File: config.mk
export PLATFORM = sky130hd
export DESIGN_NAME = ex_stage_flat
export DESIGN_NICKNAME = d
export VERILOG_FILES = /design/src/rtl/ex_stage_if.sv /design/src/rtl/ex_stage.sv /design/src/flat_wrapper.sv
export SDC_FILE = /design/constraint.sdc
export NUM_CORES = 1
export LEC_CHECK = 0
export CAP_MARGIN = 20
export CORE_MARGIN = 5
export CORE_UTILIZATION = 50
export DETAILED_ROUTE_END_ITERATION = 10
export GPL_ROUTABILITY_DRIVEN = 1
export PLACE_DENSITY_LB_ADDON = 0.2
export SYNTH_ARGS = -nofsm -noshare
export SYNTH_HDL_FRONTEND = slang
export SYNTH_SLANG_ARGS = --single-unit
File: constraint.sdc
create_clock -name clk -period 0.8 [get_ports clk]
set_input_delay 0.08 -clock clk [delete_from_list [all_inputs] [get_ports clk]]
set_output_delay 0.08 -clock clk [all_outputs]
set_load 0.005 [all_outputs]
File: src/rtl/ex_stage_if.sv
// ex_stage_if: execute-stage bundle with ID/EX inputs, forwarding inputs, EX/MEM outputs and stall
// Ports (master = upstream/pipeline side, slave = ex_stage):
//   read_data1/2, sign_extended_immediate, pc_plus4, rs/rt/rd, ID/EX control, alu_op
//   ex_mem_* / mem_wb_* forwarding sources
//   alu_result, write_data, write_reg, branch_target, zero, branch_taken, EX/MEM control, stall
interface ex_stage_if #(parameter int DATA_WIDTH = 32);
  logic [DATA_WIDTH-1:0] read_data1_in, read_data2_in, sign_extended_immediate_in, pc_plus4_in;
  logic [4:0] rs_in, rt_in, rd_in;
  logic reg_dst_in, alu_src_in, mem_to_reg_in, reg_write_in, mem_read_in, mem_write_in, branch_in;
  logic [1:0] alu_op_in;
  logic ex_mem_reg_write_in, mem_wb_reg_write_in;
  logic [4:0] ex_mem_rd_in, mem_wb_rd_in;
  logic [DATA_WIDTH-1:0] ex_mem_alu_result_in, mem_wb_write_data_in;
  logic [DATA_WIDTH-1:0] alu_result_out, write_data_out, branch_target_out;
  logic [4:0] write_reg_out;
  logic zero_out, branch_taken_out, mem_to_reg_out, reg_write_out, mem_read_out, mem_write_out;
  logic stall_out;
  modport master (
    output read_data1_in, read_data2_in, sign_extended_immediate_in, pc_plus4_in,
           rs_in, rt_in, rd_in, reg_dst_in, alu_src_in, mem_to_reg_in, reg_write_in,
           mem_read_in, mem_write_in, branch_in, alu_op_in,
           ex_mem_reg_write_in, mem_wb_reg_write_in, ex_mem_rd_in, mem_wb_rd_in,
           ex_mem_alu_result_in, mem_wb_write_data_in,
    input  alu_result_out, write_data_out, branch_target_out, write_reg_out, zero_out,
           branch_taken_out, mem_to_reg_out, reg_write_out, mem_read_out, mem_write_out, stall_out
  );
  modport slave (
    input  read_data1_in, read_data2_in, sign_extended_immediate_in, pc_plus4_in,
           rs_in, rt_in, rd_in, reg_dst_in, alu_src_in, mem_to_reg_in, reg_write_in,
           mem_read_in, mem_write_in, branch_in, alu_op_in,
           ex_mem_reg_write_in, mem_wb_reg_write_in, ex_mem_rd_in, mem_wb_rd_in,
           ex_mem_alu_result_in, mem_wb_write_data_in,
    output alu_result_out, write_data_out, branch_target_out, write_reg_out, zero_out,
           branch_taken_out, mem_to_reg_out, reg_write_out, mem_read_out, mem_write_out, stall_out
  );
endinterface

File: src/rtl/ex_stage.sv
// ex_stage: pipeline execute stage with forwarding, ALU, branch resolution and registered EX/MEM state
// Ports: clk, reset_n (async, active-low), bus (ex_stage_if.slave: ID/EX in, forwarding in, EX/MEM out, stall_out)
// EX_MULT_EN: adds the iterative multu unit with HI/LO and mfhi/mflo; without it stall_out is 0
module ex_stage #(parameter int DATA_WIDTH = 32) (
  input logic clk,
  input logic reset_n,
  ex_stage_if.slave bus
);
  localparam int DW = DATA_WIDTH;
  typedef struct packed {
    logic [DW-1:0] alu_result, write_data, branch_target;
    logic [4:0] write_reg;
    logic zero, branch_taken, mem_to_reg, reg_write, mem_read, mem_write;
  } exmem_t;
  exmem_t exmem_q, exmem_d;
  logic [DW-1:0] a, b_fwd, b, r_res, alu_res;
  logic [5:0] funct;
  logic stall, bubble;
  assign funct = bus.sign_extended_immediate_in[5:0];
`ifdef EX_MULT_EN
  typedef enum logic [1:0] {IDLE, BUSY, DONE} state_t;
  localparam int CW = $clog2(DW + 1);
  state_t state_q, state_d;
  logic [CW-1:0] cnt_q, cnt_d;
  logic [DW-1:0] mcand_q, mcand_d, hi_q, hi_d, lo_q, lo_d;
  logic [2*DW-1:0] prod_q, prod_d, prod_step;
  logic [DW:0] psum;
  logic is_multu;
  // Shift-add runs for DW-1 BUSY cycles; the final step is folded into the DONE edge
  // so stall lasts exactly DW cycles while HI/LO still see all DW iterations.
  always_comb begin
    is_multu = bus.alu_op_in == 2'b10 && funct == 6'h19;
    psum = {1'b0, prod_q[2*DW-1:DW]} + (prod_q[0] ? {1'b0, mcand_q} : {(DW+1){1'b0}});
    prod_step = {psum, prod_q[DW-1:1]};
    stall = (state_q == IDLE && is_multu) || state_q == BUSY;
    bubble = state_q != IDLE || is_multu;
    state_d = state_q;
    cnt_d = cnt_q;
    mcand_d = mcand_q;
    prod_d = prod_q;
    hi_d = hi_q;
    lo_d = lo_q;
    if (state_q == IDLE && is_multu) begin
      state_d = BUSY;
      cnt_d = CW'(DW);
      mcand_d = a;
      prod_d = {{DW{1'b0}}, b};
    end
    if (state_q == BUSY) begin
      prod_d = prod_step;
      cnt_d = cnt_q - 1'b1;
      state_d = cnt_q == CW'(2) ? DONE : BUSY;
    end
    if (state_q == DONE) begin
      {hi_d, lo_d} = prod_step;
      state_d = IDLE;
    end
  end
`else
  assign stall = 1'b0;
  assign bubble = 1'b0;
`endif
  always_comb begin
    a = (bus.ex_mem_reg_write_in && bus.ex_mem_rd_in != 5'd0 && bus.ex_mem_rd_in == bus.rs_in) ? bus.ex_mem_alu_result_in :
        (bus.mem_wb_reg_write_in && bus.mem_wb_rd_in != 5'd0 && bus.mem_wb_rd_in == bus.rs_in) ? bus.mem_wb_write_data_in :
        bus.read_data1_in;
    b_fwd = (bus.ex_mem_reg_write_in && bus.ex_mem_rd_in != 5'd0 && bus.ex_mem_rd_in == bus.rt_in) ? bus.ex_mem_alu_result_in :
            (bus.mem_wb_reg_write_in && bus.mem_wb_rd_in != 5'd0 && bus.mem_wb_rd_in == bus.rt_in) ? bus.mem_wb_write_data_in :
            bus.read_data2_in;
    b = bus.alu_src_in ? bus.sign_extended_immediate_in : b_fwd;
    r_res = '0;
    case (funct)
      6'h20: r_res = a + b;
      6'h22: r_res = a - b;
      6'h24: r_res = a & b;
      6'h25: r_res = a | b;
      6'h2a: r_res = {{(DW-1){1'b0}}, $signed(a) < $signed(b)};
`ifdef EX_MULT_EN
      6'h10: r_res = hi_q;
      6'h12: r_res = lo_q;
`endif
      default: r_res = '0;
    endcase
    alu_res = bus.alu_op_in == 2'b00 ? a + b :
              bus.alu_op_in == 2'b01 ? a - b :
              bus.alu_op_in == 2'b11 ? a | b : r_res;
    exmem_d.alu_result = alu_res;
    exmem_d.write_data = b_fwd;
    exmem_d.branch_target = bus.pc_plus4_in + (bus.sign_extended_immediate_in << 2);
    exmem_d.write_reg = bus.reg_dst_in ? bus.rd_in : bus.rt_in;
    exmem_d.zero = alu_res == '0;
    exmem_d.branch_taken = bus.branch_in && alu_res == '0 && !bubble;
    exmem_d.mem_to_reg = bus.mem_to_reg_in && !bubble;
    exmem_d.reg_write = bus.reg_write_in && !bubble;
    exmem_d.mem_read = bus.mem_read_in && !bubble;
    exmem_d.mem_write = bus.mem_write_in && !bubble;
  end
  always_ff @(posedge clk or negedge reset_n) begin
    if (!reset_n) begin
      exmem_q <= '0;
`ifdef EX_MULT_EN
      state_q <= IDLE;
      cnt_q <= '0;
      mcand_q <= '0;
      prod_q <= '0;
      hi_q <= '0;
      lo_q <= '0;
`endif
    end else begin
      exmem_q <= exmem_d;
`ifdef EX_MULT_EN
      state_q <= state_d;
      cnt_q <= cnt_d;
      mcand_q <= mcand_d;
      prod_q <= prod_d;
      hi_q <= hi_d;
      lo_q <= lo_d;
`endif
    end
  end
  assign bus.alu_result_out = exmem_q.alu_result;
  assign bus.write_data_out = exmem_q.write_data;
  assign bus.branch_target_out = exmem_q.branch_target;
  assign bus.write_reg_out = exmem_q.write_reg;
  assign bus.zero_out = exmem_q.zero;
  assign bus.branch_taken_out = exmem_q.branch_taken;
  assign bus.mem_to_reg_out = exmem_q.mem_to_reg;
  assign bus.reg_write_out = exmem_q.reg_write;
  assign bus.mem_read_out = exmem_q.mem_read;
  assign bus.mem_write_out = exmem_q.mem_write;
  assign bus.stall_out = stall;
endmodule
File: src/flat_wrapper.sv
// flat-port wrapper written by rule: the top's interface ports become plain ports
module ex_stage_flat 
#(parameter int DATA_WIDTH = 32)
  (clk, reset_n, bus_read_data1_in, bus_read_data2_in, bus_sign_extended_immediate_in, bus_pc_plus4_in, bus_rs_in, bus_rt_in, bus_rd_in, bus_reg_dst_in, bus_alu_src_in, bus_mem_to_reg_in, bus_reg_write_in, bus_mem_read_in, bus_mem_write_in, bus_branch_in, bus_alu_op_in, bus_ex_mem_reg_write_in, bus_mem_wb_reg_write_in, bus_ex_mem_rd_in, bus_mem_wb_rd_in, bus_ex_mem_alu_result_in, bus_mem_wb_write_data_in, bus_alu_result_out, bus_write_data_out, bus_branch_target_out, bus_write_reg_out, bus_zero_out, bus_branch_taken_out, bus_mem_to_reg_out, bus_reg_write_out, bus_mem_read_out, bus_mem_write_out, bus_stall_out);
  ex_stage_if #(.DATA_WIDTH(DATA_WIDTH)) bus_i ();
  input logic clk;
  input logic reset_n;
  input wire logic [$bits(bus_i.read_data1_in)-1:0] bus_read_data1_in;
  input wire logic [$bits(bus_i.read_data2_in)-1:0] bus_read_data2_in;
  input wire logic [$bits(bus_i.sign_extended_immediate_in)-1:0] bus_sign_extended_immediate_in;
  input wire logic [$bits(bus_i.pc_plus4_in)-1:0] bus_pc_plus4_in;
  input wire logic [$bits(bus_i.rs_in)-1:0] bus_rs_in;
  input wire logic [$bits(bus_i.rt_in)-1:0] bus_rt_in;
  input wire logic [$bits(bus_i.rd_in)-1:0] bus_rd_in;
  input wire logic [$bits(bus_i.reg_dst_in)-1:0] bus_reg_dst_in;
  input wire logic [$bits(bus_i.alu_src_in)-1:0] bus_alu_src_in;
  input wire logic [$bits(bus_i.mem_to_reg_in)-1:0] bus_mem_to_reg_in;
  input wire logic [$bits(bus_i.reg_write_in)-1:0] bus_reg_write_in;
  input wire logic [$bits(bus_i.mem_read_in)-1:0] bus_mem_read_in;
  input wire logic [$bits(bus_i.mem_write_in)-1:0] bus_mem_write_in;
  input wire logic [$bits(bus_i.branch_in)-1:0] bus_branch_in;
  input wire logic [$bits(bus_i.alu_op_in)-1:0] bus_alu_op_in;
  input wire logic [$bits(bus_i.ex_mem_reg_write_in)-1:0] bus_ex_mem_reg_write_in;
  input wire logic [$bits(bus_i.mem_wb_reg_write_in)-1:0] bus_mem_wb_reg_write_in;
  input wire logic [$bits(bus_i.ex_mem_rd_in)-1:0] bus_ex_mem_rd_in;
  input wire logic [$bits(bus_i.mem_wb_rd_in)-1:0] bus_mem_wb_rd_in;
  input wire logic [$bits(bus_i.ex_mem_alu_result_in)-1:0] bus_ex_mem_alu_result_in;
  input wire logic [$bits(bus_i.mem_wb_write_data_in)-1:0] bus_mem_wb_write_data_in;
  output wire logic [$bits(bus_i.alu_result_out)-1:0] bus_alu_result_out;
  output wire logic [$bits(bus_i.write_data_out)-1:0] bus_write_data_out;
  output wire logic [$bits(bus_i.branch_target_out)-1:0] bus_branch_target_out;
  output wire logic [$bits(bus_i.write_reg_out)-1:0] bus_write_reg_out;
  output wire logic [$bits(bus_i.zero_out)-1:0] bus_zero_out;
  output wire logic [$bits(bus_i.branch_taken_out)-1:0] bus_branch_taken_out;
  output wire logic [$bits(bus_i.mem_to_reg_out)-1:0] bus_mem_to_reg_out;
  output wire logic [$bits(bus_i.reg_write_out)-1:0] bus_reg_write_out;
  output wire logic [$bits(bus_i.mem_read_out)-1:0] bus_mem_read_out;
  output wire logic [$bits(bus_i.mem_write_out)-1:0] bus_mem_write_out;
  output wire logic [$bits(bus_i.stall_out)-1:0] bus_stall_out;
  assign bus_i.read_data1_in = bus_read_data1_in;
  assign bus_i.read_data2_in = bus_read_data2_in;
  assign bus_i.sign_extended_immediate_in = bus_sign_extended_immediate_in;
  assign bus_i.pc_plus4_in = bus_pc_plus4_in;
  assign bus_i.rs_in = bus_rs_in;
  assign bus_i.rt_in = bus_rt_in;
  assign bus_i.rd_in = bus_rd_in;
  assign bus_i.reg_dst_in = bus_reg_dst_in;
  assign bus_i.alu_src_in = bus_alu_src_in;
  assign bus_i.mem_to_reg_in = bus_mem_to_reg_in;
  assign bus_i.reg_write_in = bus_reg_write_in;
  assign bus_i.mem_read_in = bus_mem_read_in;
  assign bus_i.mem_write_in = bus_mem_write_in;
  assign bus_i.branch_in = bus_branch_in;
  assign bus_i.alu_op_in = bus_alu_op_in;
  assign bus_i.ex_mem_reg_write_in = bus_ex_mem_reg_write_in;
  assign bus_i.mem_wb_reg_write_in = bus_mem_wb_reg_write_in;
  assign bus_i.ex_mem_rd_in = bus_ex_mem_rd_in;
  assign bus_i.mem_wb_rd_in = bus_mem_wb_rd_in;
  assign bus_i.ex_mem_alu_result_in = bus_ex_mem_alu_result_in;
  assign bus_i.mem_wb_write_data_in = bus_mem_wb_write_data_in;
  assign bus_alu_result_out = bus_i.alu_result_out;
  assign bus_write_data_out = bus_i.write_data_out;
  assign bus_branch_target_out = bus_i.branch_target_out;
  assign bus_write_reg_out = bus_i.write_reg_out;
  assign bus_zero_out = bus_i.zero_out;
  assign bus_branch_taken_out = bus_i.branch_taken_out;
  assign bus_mem_to_reg_out = bus_i.mem_to_reg_out;
  assign bus_reg_write_out = bus_i.reg_write_out;
  assign bus_mem_read_out = bus_i.mem_read_out;
  assign bus_mem_write_out = bus_i.mem_write_out;
  assign bus_stall_out = bus_i.stall_out;
  ex_stage #(.DATA_WIDTH(DATA_WIDTH)) u_core (.clk(clk), .reset_n(reset_n), .bus(bus_i));
endmodule
==> metrics.cfg, run 1 <==
[yosys]
yosys_warnings=0
synth-main-ff-cell=dfrtp_1
synth_simple_gate_area_share_pct=18.6
synth_top_family_by_area=compound AO/OA/AOI/OAI gates
synth_mux_area_share_pct=9.34
syn_area_um2=12200
synth-compound-area-share_pct=26.1
synth.distinct_cells=89
synth_adder_area_share_pct=13.1
synth_nets=1923
synth_edf_count=0
yosys.area.top_type_share_pct=22.0
synth_area_leaders=dfrtp_1, ha_1, mux2i_1
avgSynthCellArea_um2=7.77
synthArstFlopShare_pct=100
seq_area_frac_synth_pct=22.0
synth_top_cell_by_area=dfrtp_1
yosys.area_share.xor_xnor_pct=4.89
ys_ff_latch=107
synthCells=1568

[grt]
grt_usage_pct=72.5
overflow=104
grt_pass1_wl_um=154000
grt_max_degree=50
grt_pass1_vias=23900

[outcome]
firstError=[ERROR GRT-0116] Global routing finished with congestion. Check the congestion regions in the DRC Viewer.
lastStage=global routing
status=aborted with a tool error

[floorplanning]
fp.dieW_um=166
io_pins=338
initial_core_util_pct=50.4
rows=57
die_h_um=166

[place]
portBuffers=336
dpl.hpwl_um=52000
pre_cts_ws_ns=-5.53
gp_congestion=1.14

[clocking]
cts_buffers=9
clock_sinks=107
clock_tree.buffer_depth=2
htree_levels=3
cts-root-buf=clkbuf_16

## cell families after synthesis
logic type	count (synthesis)
adder cells (fa/ha/maj)	126
other	1
XOR/XNOR	68
flip-flops	107
AND/OR/NAND/NOR	471
AO/OA/AOI/OAI	491
buffers and inverters	191
multiplexers	113
## what timing repair did
action | 4_1_cts
resized for setup | 915
gates cloned | 4
hold buffers | 4
setup endpoints to repair | 203
hold endpoints to repair | 110
buffers inserted | 116
pin swaps | 139
## cell usage after synthesis, types with 21 or more instances
library cell	count
nor2_1	116
clkbuf_1	62
nand3_1	23
inv_1	113
ha_1	122
a31oi_1	22
nor2b_1	22
xnor2_1	49
nor3_1	35
a21oi_1	126
dfrtp_1	107
mux2i_1	107
nand2_1	161
o21ai_0	135
nor4_1	21
a21o_1	21
## metrics by stage
step           std cells  setup TNS [ns]  area, um^2  utilization (%)  hold slack [ns]
2_1_floorplan       1568         -157.01       12500                -           -0.216
3_3_place_gp        2729         -267.17       20400             84.2          -0.0850
3_5_place_dp        2729         -283.12       20400             84.2          -0.0855
4_1_cts             2856         -191.16       22700             94.0           0.0441
## layer usage
layer / overflow / track usage, %
met4: 49 / 76.6
met2: 51 / 92.0
met3: 1 / 52.7
met1: 3 / 71.2
met5: 0 / 22.1
==> run 2: changes to the inputs <==
--- a/config.mk
+++ b/config.mk
@@ -7,10 +7,10 @@
 export LEC_CHECK = 0
 export CAP_MARGIN = 20
 export CORE_MARGIN = 5
-export CORE_UTILIZATION = 50
+export CORE_UTILIZATION = 40
 export DETAILED_ROUTE_END_ITERATION = 10
 export GPL_ROUTABILITY_DRIVEN = 1
-export PLACE_DENSITY_LB_ADDON = 0.2
+export PLACE_DENSITY_LB_ADDON = 0.15
 export SYNTH_ARGS = -nofsm -noshare
 export SYNTH_HDL_FRONTEND = slang
 export SYNTH_SLANG_ARGS = --single-unit
==> metrics.cfg, run 2 <==
[clocking]
clock_sinks=107
cts_buffers=9
cts_tree=done
clk_pin_slew_ns=0.10
clock_tree.buffer_depth=2
htree_levels=3
cts-root-buf=clkbuf_16

[run]
maxCapViolations=0

[yosys]
avgSynthCellArea_um2=7.77
synthTopCellsByCount=nand2_1, o21ai_0, a21oi_1
synth-main-ff-cell=dfrtp_1
yosys.area_share.xor_xnor_pct=4.89
synth_edf_count=0
synthArstFlopShare_pct=100
synth_simple_gate_area_share_pct=18.6
synth_adder_area_share_pct=13.1
synth_top_family_by_area=compound AO/OA/AOI/OAI gates
synth_area_leaders=dfrtp_1, ha_1, mux2i_1
synth_top_cell_by_area=dfrtp_1
yosys_warnings=0
post-synth-top-count-cell=nand2_1
seq_area_frac_synth_pct=22.0
syn_area_um2=12200
synth_nets=1923
yosys.area.top_type_share_pct=22.0
synth-compound-area-share_pct=26.1
ys_ff_latch=107
synth.distinct_cells=89
synth_mux_area_share_pct=9.34
synthCells=1568

[floorplanning]
io_pins=338
die-area_um2=34100
rows=64
initial_core_util_pct=40.2
die_h_um=185
core_area_um2=30300
fp.dieW_um=185

[min_path]
hold_end=u_core.bus.write_reg_out[4]
hold_depth=3
hp-class=in -> reg
min_from=bus_rt_in[4]

[setup_path]
cp_max_fo=6
crit_type=in -> reg
endpoint_kind=flip-flop
cp.required_ns=1.09
critPathLaunchType=primary input
cp.arrival_ns=5.85

[place]
dpl.hpwl_um=53800
gp_congestion=1.07
dpl.cell_count=2829
portBuffers=336
pre_cts_ws_ns=-5.58

[timing]
post-route-worst-setup-slack_ns=-4.76
tightest_slew_ns=0.896
finalHoldViolations=0
max_clock_freq_mhz=180
grt_setup_unrepaired=true
max-slew-margin-rel_pct=40.3
slew_violations=0
fin_crit_sh_pct=695
setup_viol=202
finalCriticalPeriod_ns=5.56
hold_ws_ns=0.0180

[final_layout]
area_growth_syn_to_layout_pct=98.1
final_cell_mix=buf_4, clkdlybuf4s50_1, nand2_1
instances_no_fill=3004
layout.nets=2954
drive_above_1_share_pct=48.3
final_common_cell=buf_4

[power]
clkPwrFrac_pct=15.3
leakagePower_nw=11.1
p_total_mw=32.8
internal_power_mw=19.3
power_frac_comb_pct=64.9
swShare_pct=41.2
p_sw_mw=13.5
power_frac_seq_pct=19.8
power.density_nw_per_um2=1360
vdd.ir_drop.worst_mv=1.07

[routing]
via_per_inst=5.93
vias=17800
ant_nets=0
routedWlPerCell_um=24.9
finalWirelength_um=74700
first_pass_iters=6
drt_first_iter_violations=1438
drc=0

[grt]
grt_antenna_before_repair=5
grt_pass1_wl_um=105000
grt_max_degree=29
overflow=0
grt_pass1_vias=18100
grt_usage_pct=40.5

[outcome]
violations=setup timing
status=complete, but fails checks

[run 2: worst max path at each step]
| stage | startpoint | endpoint | slack (ns) | cells past startpoint |
|---|---|---|---|---|
| after floorplan | bus_mem_wb_rd_in[1] | u_core.bus.branch_taken_out | -4.26 | 24 |
| after global placement | bus_rt_in[3] | u_core.bus.branch_taken_out | -5.35 | 26 |
| after detailed placement | bus_rt_in[3] | u_core.bus.branch_taken_out | -5.58 | 26 |
| after CTS | bus_mem_wb_rd_in[1] | u_core.bus.branch_taken_out | -4.57 | 25 |
| after global routing | bus_mem_wb_rd_in[2] | u_core.bus.zero_out | -4.83 | 29 |
| final | bus_mem_wb_rd_in[4] | u_core.bus.branch_taken_out | -4.76 | 28 |
[run 2: what timing repair did]
| item | 4_1_cts | 5_1_grt |
|---|---|---|
| resized for setup | 433 | 473 |
| gates cloned | 2 | 0 |
| pin swaps | 127 | 135 |
| hold buffers | 2 | 0 |
| endpoints found under the setup margin | 203 | 202 |
| endpoints found under the hold margin | 108 | 0 |
| buffers inserted | 122 | 82 |
[run 2: cell type report]
cell class / count / area, um^2
tap: 396 / 495
clock inverter: 6 / 65.1
clock buffer: 10 / 229
inverter: 117 / 459
fill: 1966 / 6210
sequential: 107 / 2680
timing repair buffer: 1094 / 9140
multi-input combinational: 1270 / 11100
antenna: 4 / 10.0
[run 2: worst max-delay path, stage by stage]
cell and delay [ns]:
buf_8 0.11, xor2_2 0.17, or4b_4 0.57, nor2_4 0.15, buf_12 0.13, buf_6 0.09
buf_6 0.12, mux2i_2 0.24, o21ai_2 0.09, mux2i_1 0.23, buf_4 0.17, inv_2 0.06
ha_4 0.18, buf_4 0.14, a21oi_4 0.16, a21oi_4 0.09, a211o_1 0.31, o2bb2ai_4 0.16
o21bai_4 0.11, buf_6 0.14, o31a_4 0.34, a21oi_4 0.23, mux2i_1 0.25, nand4b_1 0.30
or3_1 0.47, nor4_1 0.28, nand4bb_1 0.22, nor4b_2 0.26
[run 2: metal layers]
layer  part of all wire [%]  up-vias  global-route usage [%]
met2                     46     1256                    67.4
met1                     34     8364                    44.8
li1                       -     7739                       -
met5                  0.029        -                       0
met4                    9.9        2                    31.2
met3                    9.9      464                    9.28
[run 2: logic make-up after synthesis]
kind of cell | after synthesis
flip-flops | 107
XOR/XNOR | 68
other | 1
AND/OR/NAND/NOR | 471
multiplexers | 113
AO/OA/AOI/OAI | 491
adder cells (fa/ha/maj) | 126
buffers and inverters | 191
[run 2: metrics by stage]
stage / util (%) / instance area (um^2) / setup TNS [ns]
after floorplan: - / 12500 / -157.01
after global placement: 68.1 / 20700 / -267.88
after detailed placement: 68.1 / 20700 / -276.63
after CTS: 76.6 / 23200 / -229.57
after global routing: 79.5 / 24100 / -215.91
final: 79.5 / 24100 / -208.83
[run 2: power by group through the flow]
| stage | Sequential (mW) | Clock (mW) | Combinational [mW] |
|---|---|---|---|
| after floorplan | 6.66 | 0 | 6.90 |
| after global placement | 6.56 | 0 | 16.8 |
| after detailed placement | 6.59 | 0 | 17.0 |
| after CTS | 6.48 | 4.92 | 19.4 |
| after global routing | 6.58 | 5.20 | 22.3 |
| final | 6.52 | 5.02 | 21.3 |
Note: power is estimated with default switching activity, not from simulation.
==> run 3: changes to the inputs <==
--- a/config.mk
+++ b/config.mk
@@ -6,7 +6,6 @@
 export NUM_CORES = 1
 export LEC_CHECK = 0
 export CAP_MARGIN = 20
-export CORE_MARGIN = 5
 export CORE_UTILIZATION = 40
 export DETAILED_ROUTE_END_ITERATION = 10
 export GPL_ROUTABILITY_DRIVEN = 1
==> metrics.cfg, run 3 (synthesis gave the netlist of run 2 again) <==
[routing]
first_pass_iters=10
routedWlPerCell_um=28.1
finalWirelength_um=84900
ant_nets=0
drt_first_iter_violations=2317
via_per_inst=6.41
vias=19300
drc=0

[outcome]
violations=setup timing
status=complete, but fails checks

[clocking]
clock_sinks=107
cts_tree=done
cts_buffers=9
htree_levels=3
cts-root-buf=clkbuf_16
clock_tree.buffer_depth=2
clk_pin_slew_ns=0.11

[timing]
finalCriticalPeriod_ns=5.76
hold_ws_ns=0.0271
max-slew-margin-rel_pct=41.1
slew_violations=0
grt_setup_unrepaired=true
setup_viol=207
fin_crit_sh_pct=720
finalHoldViolations=0
max_clock_freq_mhz=174
post-route-worst-setup-slack_ns=-4.96
tightest_slew_ns=0.861

[setup_path]
crit_path_top_delay_cell=or4b_4
critPathLaunchType=primary input
cp_cell_sequence=clkdlybuf4s15_1 > xor2_1 > or4b_4 > nor2_4 > buf_12 > mux2i_2 > o21ai_2 > buf_4 > ha_1 > nor2b_4 > o21ai_1 > nand2b_1 > xnor2_1 > mux2i_1 > a21oi_1 > o221ai_1 > or4_4 > or4b_4 > nor4_4 > or4b_4 > nor4_4 > nand4bb_1 > nor4b_2
endpoint_kind=flip-flop
cp_max_fo=5
cpMostUsedCell=or4b_4
cp.arrival_ns=6.08
cp.required_ns=1.12
crit_type=in -> reg
cpPeakStageDelay_ns=0.58

[place]
pre_cts_ws_ns=-5.36
dpl.hpwl_um=52900
portBuffers=336
gp_congestion=1.03

[floorplanning]
die-area_um2=31200
fp.dieW_um=177
io_pins=338
core_area_um2=29800
initial_core_util_pct=40.9
rows=63
die_h_um=177

[final_layout]
fillers=1752
area_growth_syn_to_layout_pct=101
multi_input_area_um2=11000
final_cell_mix=buf_4, clkdlybuf4s50_1, nand2_1
final_common_cell=buf_4
drive_above_1_share_pct=44.7
layout.nets=2971
regArea_um2=2680

[grt]
grt_pass1_vias=19000
overflow=0
grt_antenna_before_repair=10
grt_max_degree=41
grt_pass1_wl_um=113000
grt_usage_pct=49.5

[power]
p_total_mw=34.3
vdd.ir_drop.worst_mv=1.16
power.density_nw_per_um2=1400
leakagePower_nw=11.1

[run]
maxCapViolations=0

[min_path]
hp-class=in -> reg

[run 3: cell count changes in the layout (fill, tap and decap cells not counted), moves of 7 or more]
| cell | before | now |
|---|---|---|
| clkdlybuf4s50_1 | 199 | 285 |
| clkbuf_2 | 104 | 20 |
| buf_6 | 100 | 66 |
| buf_4 | 646 | 689 |
| xnor2_2 | 17 | 10 |
| ha_4 | 26 | 17 |
| ha_2 | 2 | 11 |
[run 3: report_power, final]
group	total (mW)	switching, mW	internal, mW
clock	5.13	2.90	2.24
combinational	22.6	11.1	11.5
sequential	6.53	0.311	6.22
[run 3: metrics by stage]
step	util (%)	instance area, um^2	cells	TNS [ns]
CTS	78.4	23300	2995	-231.48
global placement	69.6	20700	2828	-266.39
detailed placement	69.6	20700	2828	-271.42
global route	82.4	24500	3016	-262.76
floorplan	-	12500	1568	-157.01
finish	82.4	24500	3019	-257.61
[run 3: layer usage]
layer / vias up / part of all wire [%] / global-route usage [%]
met4: 8 / 12 / 43.9
met5: - / 0.098 / 1.60
met2: 1842 / 42 / 78.2
li1: 7787 / - / -
met1: 8888 / 32 / 52.2
met3: 813 / 13 / 17.0
[run 3: final timing paths]
check	slack, ns	endpoint	start	cells after the start
max in group asynchronous	0.29	u_core.bus.alu_result_out[8]	reset_n	3
worst max-delay path	-4.96	u_core.bus.branch_taken_out	bus_rs_in[4]	23
min in group asynchronous	0.23	u_core.bus.alu_result_out[1]	reset_n	3
worst min-delay path	0.03	u_core.bus.write_reg_out[4]	bus_rt_in[4]	3
[run 3: final cells by class]
type | instances | area share, %
clock buffers | 9 | 0.917
clock inverters | 7 | 0.316
diodes | 8 | 0.0816
well taps | 390 | 1.99
inverters | 117 | 1.86
repair buffers | 1111 | 39.3
flip-flops and latches | 107 | 10.9
multi-input cells | 1270 | 44.7
[run 3: worst max-delay path, delay by kind of cell]
kind,cells,cell delay (ns)
simple gates,11,3.35
mux,2,0.68
compound gates,4,0.67
buf+inv,3,0.54
xor+xnor,2,0.42
fa+ha+maj,1,0.35
[run 3: repair_timing]
item | in CTS | in global routing
setup endpoints to repair | 208 | 206
gates resized for setup | 374 | 273
pin swaps | 101 | 90
gates cloned | 1 | 4
endpoints found under the hold margin | 107 | 0
hold buffers | 1 | 0
buffers inserted | 153 | 59
